**config.mk**
```make
export PLATFORM = sky130hd
export DESIGN_NAME = cpumc_arbiter
export DESIGN_NICKNAME = d
export VERILOG_FILES = /design/src/rtl/cpumc_arbiter.sv
export SDC_FILE = /design/constraint.sdc
export NUM_CORES = 1
export LEC_CHECK = 0
export BUFFER_PORTS_ARGS = -buffer_cell sky130_fd_sc_hd__buf_2
export CAP_MARGIN = 10
export CORE_MARGIN = 4
export CORE_UTILIZATION = 45
export DETAILED_ROUTE_END_ITERATION = 8
export HOLD_SLACK_MARGIN = 0.15
export PLACE_DENSITY = 0.81
export SLEW_MARGIN = 30
export SYNTH_ARGS = -nofsm -noshare
export SYNTH_HDL_FRONTEND = slang
export SYNTH_SLANG_ARGS = --single-unit
```
**constraint.sdc**
```tcl
create_clock -name clk_in -period 3.9 [get_ports clk_in]
set_input_delay 0.195 -clock clk_in [delete_from_list [all_inputs] [get_ports clk_in]]
set_output_delay 0.195 -clock clk_in [all_outputs]
set_load 0.01 [all_outputs]
```
**src/rtl/cpumc_arbiter.sv**
```systemverilog
// Multi-master arbiter for the CPU memory bus: fixed-priority or round-robin
// grant, registered bus drive, one-cycle ack and a bus-lock mode for debug halt.

module cpumc_arb_lane #(
  parameter int             IW  = 1,
  parameter logic [IW-1:0]  IDX = '0
) (
  input  logic          i_req,
  input  logic          i_locked,
  input  logic          i_lock_vld,
  input  logic [IW-1:0] i_lock_own,
  input  logic          i_in_data,
  input  logic [IW-1:0] i_owner,
  output logic          o_elig,
  output logic          o_rdy
);
  // While locked only the lock owner competes; otherwise the owner whose
  // transaction is being acked sits out the DATA arbitration.
  always_comb begin
    o_elig = 1'b0;
    if (i_req) begin
      if (i_locked) o_elig = (i_lock_own == IDX);
      else          o_elig = !(i_in_data && (i_owner == IDX));
    end
  end

  assign o_rdy = !(i_lock_vld && (i_lock_own != IDX));
endmodule

module cpumc_arbiter #(
  parameter int NUM_MASTERS = 2,
  parameter int ADDR_WIDTH  = 16,
  parameter int DATA_WIDTH  = 8,
  parameter int RR_MODE     = 0
) (
  input  logic                              clk_in,
  input  logic                              nrst_in,
  input  logic [NUM_MASTERS-1:0]            req_in,
  input  logic [NUM_MASTERS-1:0]            lock_in,
  input  logic [NUM_MASTERS*ADDR_WIDTH-1:0] m_a_in,
  input  logic [NUM_MASTERS-1:0]            m_r_nw_in,
  input  logic [NUM_MASTERS*DATA_WIDTH-1:0] m_d_in,
  input  logic [DATA_WIDTH-1:0]             bus_d_in,
  output logic [ADDR_WIDTH-1:0]             bus_a_out,
  output logic                              bus_r_nw_out,
  output logic [DATA_WIDTH-1:0]             bus_d_out,
  output logic [NUM_MASTERS-1:0]            gnt_out,
  output logic [NUM_MASTERS-1:0]            ack_out,
  output logic [DATA_WIDTH-1:0]             rd_out,
  output logic [NUM_MASTERS-1:0]            rdy_out,
  output logic                              busy_out
);
  localparam int IW = (NUM_MASTERS > 1) ? $clog2(NUM_MASTERS) : 1;

  typedef struct packed {
    logic [ADDR_WIDTH-1:0] a;
    logic                  r_nw;
    logic [DATA_WIDTH-1:0] d;
  } mreq_t;

  typedef enum logic [1:0] {S_IDLE, S_ADDR, S_DATA} state_t;

  state_t                 r_state, w_state_nxt;
  mreq_t                  r_bus;
  logic [NUM_MASTERS-1:0] r_gnt, r_ack;
  logic [DATA_WIDTH-1:0]  r_rd;
  logic [IW-1:0]          r_owner, r_lock_own, r_ptr;
  logic                   r_lock_vld;

  mreq_t                  w_mreq [NUM_MASTERS];
  logic [NUM_MASTERS-1:0] w_elig, w_rdy, w_win_oh;
  logic [IW-1:0]          w_win, w_idx, w_base, w_ptr_nxt;
  logic                   w_win_vld, w_arb_pt, w_locked, w_grant;

  assign w_arb_pt = (r_state == S_IDLE) || (r_state == S_DATA);
  assign w_locked = r_lock_vld && lock_in[r_lock_own];

  for (genvar g = 0; g < NUM_MASTERS; g++) begin : g_lane
    assign w_mreq[g] = {m_a_in[g*ADDR_WIDTH +: ADDR_WIDTH], m_r_nw_in[g],
                        m_d_in[g*DATA_WIDTH +: DATA_WIDTH]};
    cpumc_arb_lane #(.IW(IW), .IDX(IW'(g))) u_lane (
      .i_req      (req_in[g]),
      .i_locked   (w_locked),
      .i_lock_vld (r_lock_vld),
      .i_lock_own (r_lock_own),
      .i_in_data  (r_state == S_DATA),
      .i_owner    (r_owner),
      .o_elig     (w_elig[g]),
      .o_rdy      (w_rdy[g])
    );
  end

  // Search starts at the RR pointer (or 0 in fixed mode); scanning offsets
  // downwards lets the smallest offset overwrite the result last.
  assign w_base = (RR_MODE != 0) ? r_ptr : '0;

  always_comb begin
    w_win_vld = 1'b0;
    w_win     = '0;
    w_idx     = '0;
    for (int i = NUM_MASTERS - 1; i >= 0; i--) begin
      w_idx = IW'((int'(w_base) + i) % NUM_MASTERS);
      if (w_elig[w_idx]) begin
        w_win_vld = 1'b1;
        w_win     = w_idx;
      end
    end
  end

  assign w_grant   = w_arb_pt && w_win_vld;
  assign w_win_oh  = {{(NUM_MASTERS-1){1'b0}}, 1'b1} << w_win;
  assign w_ptr_nxt = (w_win == IW'(NUM_MASTERS - 1)) ? '0 : w_win + 1'b1;

  always_comb begin
    w_state_nxt = r_state;
    case (r_state)
      S_IDLE:  if (w_win_vld) w_state_nxt = S_ADDR;
      S_ADDR:  w_state_nxt = S_DATA;
      S_DATA:  w_state_nxt = w_win_vld ? S_ADDR : S_IDLE;
      default: w_state_nxt = S_IDLE;
    endcase
  end

  always_ff @(posedge clk_in or negedge nrst_in) begin
    if (!nrst_in) begin
      r_state    <= S_IDLE;
      r_bus      <= '{a: '0, r_nw: 1'b1, d: '0};
      r_gnt      <= '0;
      r_ack      <= '0;
      r_rd       <= '0;
      r_owner    <= '0;
      r_lock_own <= '0;
      r_lock_vld <= 1'b0;
      r_ptr      <= '0;
    end else begin
      r_state <= w_state_nxt;
      r_ack   <= '0;
      if (r_state == S_ADDR) begin
        r_ack <= r_gnt;
        r_rd  <= bus_d_in;
      end
      if (w_grant) begin
        r_bus      <= w_mreq[w_win];
        r_gnt      <= w_win_oh;
        r_owner    <= w_win;
        r_lock_vld <= lock_in[w_win];
        r_lock_own <= w_win;
        r_ptr      <= w_ptr_nxt;
      end else if (w_arb_pt) begin
        // Park the bus in a harmless read; the address is left as it was.
        r_bus.r_nw <= 1'b1;
        r_bus.d    <= '0;
        r_gnt      <= '0;
        if (!w_locked) r_lock_vld <= 1'b0;
      end
    end
  end

  assign bus_a_out    = r_bus.a;
  assign bus_r_nw_out = r_bus.r_nw;
  assign bus_d_out    = r_bus.d;
  assign gnt_out      = r_gnt;
  assign ack_out      = r_ack;
  assign rd_out       = r_rd;
  assign rdy_out      = w_rdy;
  assign busy_out     = (r_state != S_IDLE);
endmodule

```
==> After elaboration in Yosys (flattened, before gate mapping) <==
Index checks and enable logic that the tools add are counted.
{ "classes": {"magnitude_cmp": 3, "n_eq_ne": 4, "shifts": 1, "muxes": 25, "bitwise": 2, "reduce_logical": 15} }
{ "ops": {"columns": ["op", "count"], "rows": [
  ["25-bit 2-to-1 mux", 3],
  ["9-bit 2-to-1 mux", 2],
  ["1-bit 2-to-1 mux", 15],
  ["2-bit 2-to-1 mux", 4],
  ["1-bit logical AND", 6],
  ["2-bit one-hot mux with 3 select lines", 1],
  ["1-bit logical NOT", 4],
  ["1-bit by 2-bit less-than comparator with 1-bit output, second input constant", 2],
  ["2-bit != test, second input constant", 2],
  ["2-bit nonzero test", 2],
  ["2-bit by 1-bit equality test with 1-bit output, second input constant", 1],
  ["2-bit equality test, second input constant", 1],
  ["2-bit >= comparator, second input constant", 1],
  ["2-bit logical NOT", 1],
  ["1-bit NOT with 2-bit output", 1],
  ["2-bit AND reduction", 1],
  ["1-bit by 1-bit << shifter with 2-bit output, first input constant", 1],
  ["1-bit logical OR", 1],
  ["1-bit NOT", 1]
]} }
{ "totals": {"reg_bits": 41, "in_bits": 64, "out_inout_bits": 40, "word_cells": 59} }

==> Logic depth before layout (Yosys ltp) <==
Gate-level depths: netlist of the first run.
{ "logic_depth": {"depth_word": 12, "mapped_depth": 7, "ltp_nobuf": 4} }

==> By module <==
From an unflattened synthesis of the first run, not the netlist that was laid out.
{ "unflattened": {"cells_unflattened": 169, "hier_area_um2": 1785.5} }
{ "by_module_without_submodules": {"columns": ["mod", "n_inst", "cells_each", "area_per_inst_um2", "seq_area_each_um2"], "rows": [
  ["cpumc_arbiter", 1, 161, 1737.9, 1027.2],
  ["cpumc_arb_lane (g_lane[1].u_lane)", 1, 4, 26.3, 0.0],
  ["cpumc_arb_lane (g_lane[0].u_lane)", 1, 4, 21.3, 0.0]
]} }

==> Worst setup path after synthesis of the first run <==
OpenSTA, ideal clock, no wires.
{ "synth_timing": {"path_kind": "register -> register", "startpoint": "register r_state[0]", "endpoint": "register r_bus, in the netlist bus_d_out[0]", "setup_ps": 126, "arrival_time_ps": 1636, "required_ps": 3774, "path_slack_ps": 2138, "path_stages_with_launch": 7, "n_path_buf": 2, "period_less_slack_ps": 1762, "cell_sequence": "dfrtp_1 > buf_6 > nand2b_1 > o311ai_4 > clkbuf_8 > nor2_1 > a221o_1"} }
{ "synth_via": {"elab_chain_len": 12, "word_cells_on_any_way": 21, "classes_between": "1 x eq/ne; 11 x mux; 1 x bitwise; 8 x reduce/logical"} }
{ "synth_lines": {"columns": ["item", "line_no", "source"], "rows": [
  ["start: declaration", "63", "state_t r_state, w_state_nxt;"],
  ["start signal: assignment", "136", "r_state <= w_state_nxt;"],
  ["2-bit equality test", "75, 86", null],
  ["1-bit logical AND", "23", "else o_elig = !(i_in_data && (i_owner == IDX));"],
  ["1-bit logical NOT", "23", null],
  ["1-bit 2-to-1 mux", "22", "if (i_locked) o_elig = (i_lock_own == IDX);"],
  ["1-bit 2-to-1 mux", "21", "if (i_req) begin"],
  ["1-bit 2-to-1 mux (2 in series)", "103", "if (w_elig[w_idx]) begin"],
  ["1-bit NOT with 2-bit output (not written as such)", "143", "r_bus <= w_mreq[w_win];"],
  ["25-bit 2-to-1 mux (not written as such) (3 in series)", "143", null],
  ["9-bit 2-to-1 mux", "142", "if (w_grant) begin"],
  ["end signal: assignment", "127", "r_bus <= '{a: '0, r_nw: 1'b1, d: '0};"],
  ["end signal: assignment", "143", null],
  ["end: declaration", "64", "mreq_t r_bus;"]
]} }
Several ways; a longest one is shown, not always the timed one. The select of a mux whose other input is x is not followed.
A chain may end at the register's enable or synchronous reset.

==> Final worst setup path of the first run <==
{ "layout_timing": {"startpoint": "register r_lock_vld", "endpoint": "register r_bus, in the netlist bus_d_out[6]"} }
{ "layout_via": {"elab_chain_len": 10, "word_cells_on_any_way": 15, "classes_between": "11 x mux; 1 x bitwise; 3 x reduce/logical"} }
{ "layout_lines": {"columns": ["item", "line_no", "source"], "rows": [
  ["start: declaration", "68", "logic r_lock_vld;"],
  ["start signal: assignment", "146", "r_lock_vld <= lock_in[w_win];"],
  ["1-bit logical AND *", "76", "assign w_locked = r_lock_vld && lock_in[r_lock_own];"],
  ["1-bit 2-to-1 mux", "22", null],
  ["1-bit 2-to-1 mux", "21", null],
  ["1-bit 2-to-1 mux (2 in series)", "103", null],
  ["1-bit NOT with 2-bit output (not written as such)", "143", null],
  ["25-bit 2-to-1 mux (not written as such) (3 in series)", "143", null],
  ["9-bit 2-to-1 mux", "142", null]
]} }
Every way passes the cells marked *; elsewhere a longest branch is shown, timed or not. The select of a mux whose other input is x is not followed.

==> run summary, run 1 <==
The run finished with clean final reports. The final core utilization is 0.7140. The transition at the pin with the smallest max-transition slack came out at 0.6862 ns. The logs give 1840 for the total number of vias and 0.2194 for the total global routing track utilization. Number of pins exceeding their max-slew limit in the final report: 0.

sky130_fd_sc_hd__dfrtp_1 takes more of the synthesized area than any other cell. The async set or reset register ratio after synthesis came out at 1.000. For the worst setup path, the data required time is 4.08 ns. Detailed placement ended at an HPWL of 3634 µm.

The worst hold-check slack is 0.2326 ns. The worst-case setup slack after placement was 1.727 ns. Yosys mapped a number of flops with a built-in enable equal to 0.

The adder-cell share of the synthesized area is 0, and the total congestion overflow is 0. The number of nets in the synthesized netlist is 223. The clock transition at the registers of the reported paths was 0.08 ns. Ranked by total cell area, the synthesized netlist is headed by sky130_fd_sc_hd__dfrtp_1, sky130_fd_sc_hd__a221o_1, sky130_fd_sc_hd__nor3b_1.

TritonCTS built the clock tree. The capture instance of the worst register-to-register path is bus_d_out[6]$_DFFE_PN0P_. The net count of the finished layout is 364.

The number of failing setup endpoints in the final timing report is 0. Entering global routing, the biggest net connects 42 pins. Across the run, the number of max-cap violations was 0. In this run the power density over the cells is 693.9 nW/µm².

The tools report the distinct cell type count of the synthesized netlist as 29. The deepest clock path buffer count was 2; the post-synthesis register bit count was 41. The primary flip-flop cell chosen by synthesis mapping is sky130_fd_sc_hd__dfrtp_1.

The number of DRC markers in iteration 0 was 102. The kind of start point of the critical path was a flip-flop. Synthesized-area fraction occupied by ao, oa, aoi and oai cells: 0.1804. In the layout the commonest cells are sky130_fd_sc_hd__buf_2, sky130_fd_sc_hd__dlygate4sd3_1, sky130_fd_sc_hd__dfrtp_1, sky130_fd_sc_hd__nand2_1, sky130_fd_sc_hd__nor3b_1. The run gives 5849 µm as the total wire length.

The run gives 0 as the number of failing hold endpoints at the final stage. By area, the combinational part of the netlist is dominated by simple AND/OR/NAND/NOR gates. Between clock sinks in the finished design, the worst skew comes to 0.01282 ns.

The die covers 5328 µm². The average cell area after synthesis was 11.95 µm²; the residual DRC count was 0. The tools report the number of antenna violations at the first check in global routing as 0. Portion of the clock cycle consumed by the worst path in the final layout: 0.6453. For this run, the top clock speed supported by timing is 0.3973 GHz. Largest fanout on the critical path: 21. The sink count of the clock tree is 41. The tools report the area of all placed cells without fillers as 2877 µm². The critical path is of the flip-flop to flip-flop type. The worst setup path is captured at a flip-flop.

The total of buffers placed on input and output ports was 103. The die is 72.99 µm tall. The worst register-to-register path begins at r_lock_vld$_DFFE_PN0P_.

The tools report the number of rows in the core area as 23. Final worst-path setup slack: 1.383 ns. At the later pin of the worst-skew pair, clock insertion delay measures 0.29 ns. Sequential fraction of the synthesis area: 0.5405. CTS built an H-tree with a depth of 2. The number of antenna diodes in the final layout is 0. In this run the worst hold path is classified as input port to flip-flop.

The first global-routing pass estimated 9025 µm of wire. Setup repair after global routing left no endpoint under its margin. The global placer's final weighted congestion was 0.7325; the routed wire length per instance was 16.66 µm.

The mux share of post-synthesis cell area was 0.005925. In this run the worst setup path begins at r_lock_vld$_DFFE_PN0P_. In this run the static leakage power is 1.479 nW.

The number of global-route vias before repair is 1950, and the worst reg-to-reg path cell count is 6. For this run, the number of Yosys warnings is 0. Summing every instance area after synthesis gives 1901 µm². For this design the top-level I/O count stands at 104.

The placed cell area is 2370 µm², and the share of final-layout standard cells stronger than drive strength 1 is 0.4186. The run gives 0.5408 as the tightest slew margin relative to the limit. The share of the synthesized area in the top cell type was 0.5267. In the routed layout, each cell is associated on average with a via count of 5.242. The x dimension of the die was 72.99 µm. The worst supply voltage drop on vdd is 394.1 µV. The root buffer cell chosen for the clock tree is sky130_fd_sc_hd__clkbuf_8. The number of clock buffers added by TritonCTS is 5. The area share of xor/xnor cells in the synthesized design was 0. The core region is 4029 µm². The flop-to-flop setup slack was 1.38 ns.

The library cell used most frequently in the layout, excluding fill and tap cells, is sky130_fd_sc_hd__buf_2. The run gives 4 as the number of iterations in the first detailed-routing pass. The area added between synthesis and finish works out to 51.35%. The count of nets left with antenna violations once routing finished came out at 0. Adding up every negative setup slack in the final design gives 0 ns.

STA puts the critical path data arrival time at 2.70 ns. The capture point of the worst path was bus_d_out[6]$_DFFE_PN0P_. For the initial core utilization, the log shows 0.4717. The time the worst path needs with I/O delays and setup was 2.517 ns. In the synthesized netlist, the number of instances is 159. The simple-gate portion of the synthesized area is 0.1883.
final cells by class:
class | instances | area [µm²]
fill | 291 | 1152
sequential | 41 | 1027
timing repair buffer | 148 | 968.4
multi-input combinational | 98 | 711.9
clock buffer | 7 | 76.32
tap | 50 | 62.56
inverter | 6 | 22.52
clock inverter | 1 | 7.507
how the worst min path moves through the flow:
| stage | from | to | slack [ns] | depth (start not counted) |
|---|---|---|---|---|
| 3_3_place_gp | nrst_in | bus_a_out[6]$_DFFE_PN0P_ | 0.36 | 1 |
| 2_1_floorplan | nrst_in | ack_out[0]$_DFF_PN0_ | -0.10 | 0 |
| 3_5_place_dp | nrst_in | bus_a_out[6]$_DFFE_PN0P_ | 0.38 | 1 |
| 6_report | m_r_nw_in[0] | bus_r_nw_out$_DFFE_PN1P_ | 0.23 | 3 |
| 4_1_cts | m_d_in[14] | bus_d_out[6]$_DFFE_PN0P_ | 0.15 | 2 |
| 5_1_grt | m_r_nw_in[0] | bus_r_nw_out$_DFFE_PN1P_ | 0.27 | 3 |
flip-flops by register name, indices dropped and copies added (netlist names):
| name | cells |
|---|---|
| ack_out | 2 |
| bus_a_out | 16 |
| r_state | 2 |
| r_lock_own | 1 |
| rd_out | 8 |
| gnt_out | 2 |
| bus_r_nw_out | 1 |
| bus_d_out | 8 |
| r_lock_vld | 1 |
synth_stat cells (all sizes together), types with 2 or more instances:
cell type and instances:
a221oi 2, and2 11, clkbuf 6, nand2b 2, nor3b 18, dfrtp 40
buf 8, a21oi 2, a21o 2, nor3 2, nand2 26, a221o 24
inv 6
where the power goes:
part           switching (mW)  leakage [nW]  total, mW  internal [mW]
registers               0.128         0.511      0.752          0.624
logic                   0.497         0.930      0.971          0.475
clock network           0.146        0.0385      0.273          0.127
logic make-up (layout without fill, tap and decap cells):
| family | Yosys count | in the layout |
|---|---|---|
| simple gates | 63 | 63 |
| compound gates | 34 | 34 |
| buf+inv | 20 | 162 |
| flops | 41 | 41 |
| mux | 1 | 1 |
layer usage:
layer,GRT usage,wire (µm),vias to the layer above
met1,0.2564,2297,884
met3,0.06198,446,12
met2,0.3853,3004,87
li1,-,-,857
met4,0.06967,100,0
met5,0,0,-
metrics by stage:
step	power (mW)	cells
floorplan	1.370	159
global placement	1.584	300
detailed placement	1.628	301
CTS	1.979	348
global route	2.134	351
finish	1.996	351
worst max-delay path, stage by stage (launching register included):
cell                            delay (ns)
sky130_fd_sc_hd__dfrtp_1              0.44
sky130_fd_sc_hd__and2_1               0.21
sky130_fd_sc_hd__o311ai_4             0.25
sky130_fd_sc_hd__buf_4                0.30
sky130_fd_sc_hd__nor2_1               0.21
sky130_fd_sc_hd__a221o_1              0.42
sky130_fd_sc_hd__dlygate4sd3_1        0.56
timing repair:
item / 4_1_cts / 5_1_grt
hold endpoints to repair: 71 / 2
hold buffers: 39 / 3
buffers inserted: 0 / 0
resized for setup: 0 / 0
No activity file was read; power rests on OpenSTA's default activity.
==> run 2, diff against run 1 <==
--- a/config.mk
+++ b/config.mk
@@ -8,10 +8,10 @@
 export BUFFER_PORTS_ARGS = -buffer_cell sky130_fd_sc_hd__buf_2
 export CAP_MARGIN = 10
 export CORE_MARGIN = 4
-export CORE_UTILIZATION = 45
+export CORE_UTILIZATION = 40
 export DETAILED_ROUTE_END_ITERATION = 8
 export HOLD_SLACK_MARGIN = 0.15
-export PLACE_DENSITY = 0.81
+export PLACE_DENSITY = 0.76
 export SLEW_MARGIN = 30
 export SYNTH_ARGS = -nofsm -noshare
 export SYNTH_HDL_FRONTEND = slang
==> constraint.sdc (replaced) <==
create_clock -name clk_in -period 2.2 [get_ports clk_in]
set_input_delay 0.11 -clock clk_in [delete_from_list [all_inputs] [get_ports clk_in]]
set_output_delay 0.11 -clock clk_in [all_outputs]
set_load 0.01 [all_outputs]
==> run summary, run 2 (synthesis results as in run 1) <==
The cell at the root of the clock tree is sky130_fd_sc_hd__clkbuf_8. The run gives 5 (unchanged) as the TritonCTS buffer count. Sink count of the clock tree: 41 (unchanged). The time the worst path needs with I/O delays and setup is 1.964 ns (-0.5528 ns), and the flop-to-flop setup slack is 0.24 ns (-1.15 ns).

The run gives 0 (unchanged) as the residual DRC count. The worst setup path is captured at a flip-flop. TritonCTS built the clock tree.

The share of final-layout standard cells stronger than drive strength 1 came out at 0.4281 (+0.009500). The total congestion overflow is 0 (unchanged), and the final cell count without fillers is 358 (+2.0%). The tools report the area of all placed cells without fillers as 2948 µm² (+2.5%).

Capture instance of the worst register-to-register path: bus_a_out[2]$_DFFE_PN0P_. The portion of the clock cycle consumed by the worst path in the final layout is 0.8927 (+0.2473). Worst hold-check slack: 0.2136 ns (-0.01899 ns). The run gives 9004 µm (-0.23%) as the global-route wire length before repair. The worst hold path terminates at bus_a_out[11]$_DFFE_PN0P_.

The logs give 0 (unchanged) for the count of antenna-violating nets left after detailed routing and 104 (unchanged) for the number of top-level design ports. The flip-flop count of the largest register, all copies and words added came out at 16 (unchanged). The number of global-route vias before repair is 1914 (-1.8%). The floorplan die height is 76.93 µm (+5.4%). The area of the core region was 4474 µm² (+11%). The logs give 0 (unchanged) for the number of antenna violations at the first check in global routing and 0.6940 (-5.3%) for the global placer's final weighted congestion.

The logs give 0.4248 (-0.04696) for the initial core utilization and 3463 µm (-4.7%) for the placed wire-length estimate after detailed placement. The clock transition at the registers of the reported paths works out to 0.08 ns (about the same). The number of failing hold endpoints at the final stage came out at 0 (unchanged). The run finished with clean final reports. The data required time at the worst endpoint is 2.37 ns (-1.71 ns), and the number of DRC markers in iteration 0 is 63 (-38%). The maximum clock skew at final layout was 0.006380 ns (-0.006435 ns). The transition at the pin with the smallest max-transition slack is 0.7224 ns (+0.03623 ns). The post-layout net count was 369 (+1.4%); the deepest clock path buffer count was 2 (unchanged).

The library cells used most frequently in the layout, excluding fill and tap cells, are sky130_fd_sc_hd__buf_2, sky130_fd_sc_hd__dlygate4sd3_1, sky130_fd_sc_hd__dfrtp_1, sky130_fd_sc_hd__nand2_1, sky130_fd_sc_hd__nor3b_1. The run gives 2.13 ns (-0.57 ns) as the arrival time at the worst endpoint. The setup total negative slack is 0 ns (unchanged), and the source-to-sink clock delay at the later pin of the worst-skew pair is 0.29 ns (about the same).

The tools report the number of failing setup endpoints in the final timing report as 0 (unchanged). In this run the most critical hold path is launched from m_a_in[11]. The H-tree depth reported by CTS came out at 2 (unchanged).

The largest net degree at the start of global routing is 42 (unchanged). The placed instance count was 307 (+2.0%). The tools report the launch point of the worst reg-to-reg path as r_state[0]$_DFFE_PN0P_. Setup repair after global routing left no endpoint under its margin.

The logs give 2407 µm² (+1.6%) for the placed cell area and 0.2901 ns (-1.436 ns) for the worst-case setup slack after placement. The type of the setup path with the least slack was flip-flop to flip-flop. Total wire length: 5367 µm (-8.2%).

The total number of vias is 1802 (-2.1%), and the largest fanout on the critical path is 20 (-4.8%). For the final worst-path setup slack, the log shows 0.2362 ns (-1.147 ns). Leaving out fill and tap cells, the most frequent cell in the layout is sky130_fd_sc_hd__buf_2.

The count of antenna diodes in the layout came out at 0 (unchanged). The highest clock frequency the design can meet is 0.5092 GHz (+28%), and the routed wire length per instance is 14.99 µm (-10%). The min-delay analysis places its worst path in the category input port to flip-flop. The worst reg-to-reg path cell count was 6 (unchanged). The tools report the tightest slew margin relative to the limit as 0.5166 (-0.02424). The run gives 1.512 nW (+2.2%) as the static leakage power. The kind of start point of the critical path is a flip-flop. The via-per-instance ratio was 5.034 (-4.0%). The area added between synthesis and finish came out at 55.10%. For the die outline area, the log shows 5918 µm² (+11%).

The total power per unit cell area was 1208 nW/µm² (+74%); the worst hold path cell count was 3 (unchanged). The total of buffers placed on input and output ports is 103 (unchanged). The worst supply voltage drop on vdd is 635.5 µV (+61%), and the number of iterations in the first detailed-routing pass is 5 (+1). The x dimension of the die is 76.93 µm (+5.4%). The number of max-cap violations was 0 (unchanged). For the total global routing track utilization, the log shows 0.1917 (-0.02768). The number of rows in the core area was 24 (+4.3%). Number of pins exceeding their max-slew limit in the final report: 0 (unchanged).
## run 2: changes by cell type in the layout (fill, tap and decap cells not counted)
cell,delta
sky130_fd_sc_hd__buf_12,+1
sky130_fd_sc_hd__buf_4,+4
sky130_fd_sc_hd__buf_8,-1
sky130_fd_sc_hd__bufinv_16,+1
sky130_fd_sc_hd__clkbuf_1,-1
sky130_fd_sc_hd__clkinv_2,+1
sky130_fd_sc_hd__clkinvlp_4,-1
sky130_fd_sc_hd__dlygate4sd3_1,+1
## run 2: layout make-up
cell class	count	area (µm²)
timing repair buffer	153	1013
fill	355	1526
multi-input combinational	98	711.9
inverter	6	22.52
tap	52	65.06
clock buffer	6	72.57
clock inverter	2	35.03
sequential	41	1027
## run 2: repair_timing
action,CTS,global route
gates resized for setup,0,0
endpoints found under the hold margin,73,0
buffers inserted,0,0
hold buffers,43,0
## run 2: report_power, final
| part | total [mW] | internal [mW] | switching (mW) |
|---|---|---|---|
| Combinational | 1.66 | 0.811 | 0.853 |
| Sequential | 1.32 | 1.11 | 0.210 |
| Clock | 0.582 | 0.337 | 0.245 |
## run 2: worst max path at each step
stage          cells after the start  slack (ns)                        to                   start
3_5_place_dp                       6        0.29  bus_a_out[2]$_DFFE_PN0P_  r_state[0]$_DFFE_PN0P_
3_3_place_gp                       6        0.33  bus_a_out[3]$_DFFE_PN0P_  r_state[0]$_DFFE_PN0P_
2_1_floorplan                      6        0.44  bus_d_out[0]$_DFFE_PN0P_  r_state[0]$_DFFE_PN0P_
4_1_cts                            6        0.23  bus_a_out[2]$_DFFE_PN0P_  r_state[0]$_DFFE_PN0P_
6_report                           6        0.24  bus_a_out[2]$_DFFE_PN0P_  r_state[0]$_DFFE_PN0P_
5_1_grt                            6        0.13  bus_a_out[2]$_DFFE_PN0P_  r_state[0]$_DFFE_PN0P_
## run 2: per-layer routing
metal / up-vias / part of all wire / global-route usage
met2: 63 / 0.53 / 0.3406
met3: 11 / 0.058 / 0.04567
met1: 859 / 0.39 / 0.2185
met5: - / 0 / 0
li1: 869 / - / -
met4: 0 / 0.021 / 0.08152
## run 2: per-stage QoR
step / util / total power [mW]
after global routing: 0.6588 / 3.829
after CTS: 0.6583 / 3.601
after global placement: 0.5380 / 2.910
after detailed placement: 0.5380 / 2.946
after floorplan: - / 2.429
final: 0.6588 / 3.561
## run 2: worst max-delay path: stages, from the launching register on
cell,delay [ns]
sky130_fd_sc_hd__dfrtp_1,0.44
sky130_fd_sc_hd__buf_4,0.26
sky130_fd_sc_hd__nand3b_1,0.16
sky130_fd_sc_hd__a21oi_1,0.09
sky130_fd_sc_hd__o22a_1,0.32
sky130_fd_sc_hd__buf_12,0.18
sky130_fd_sc_hd__a221o_2,0.38
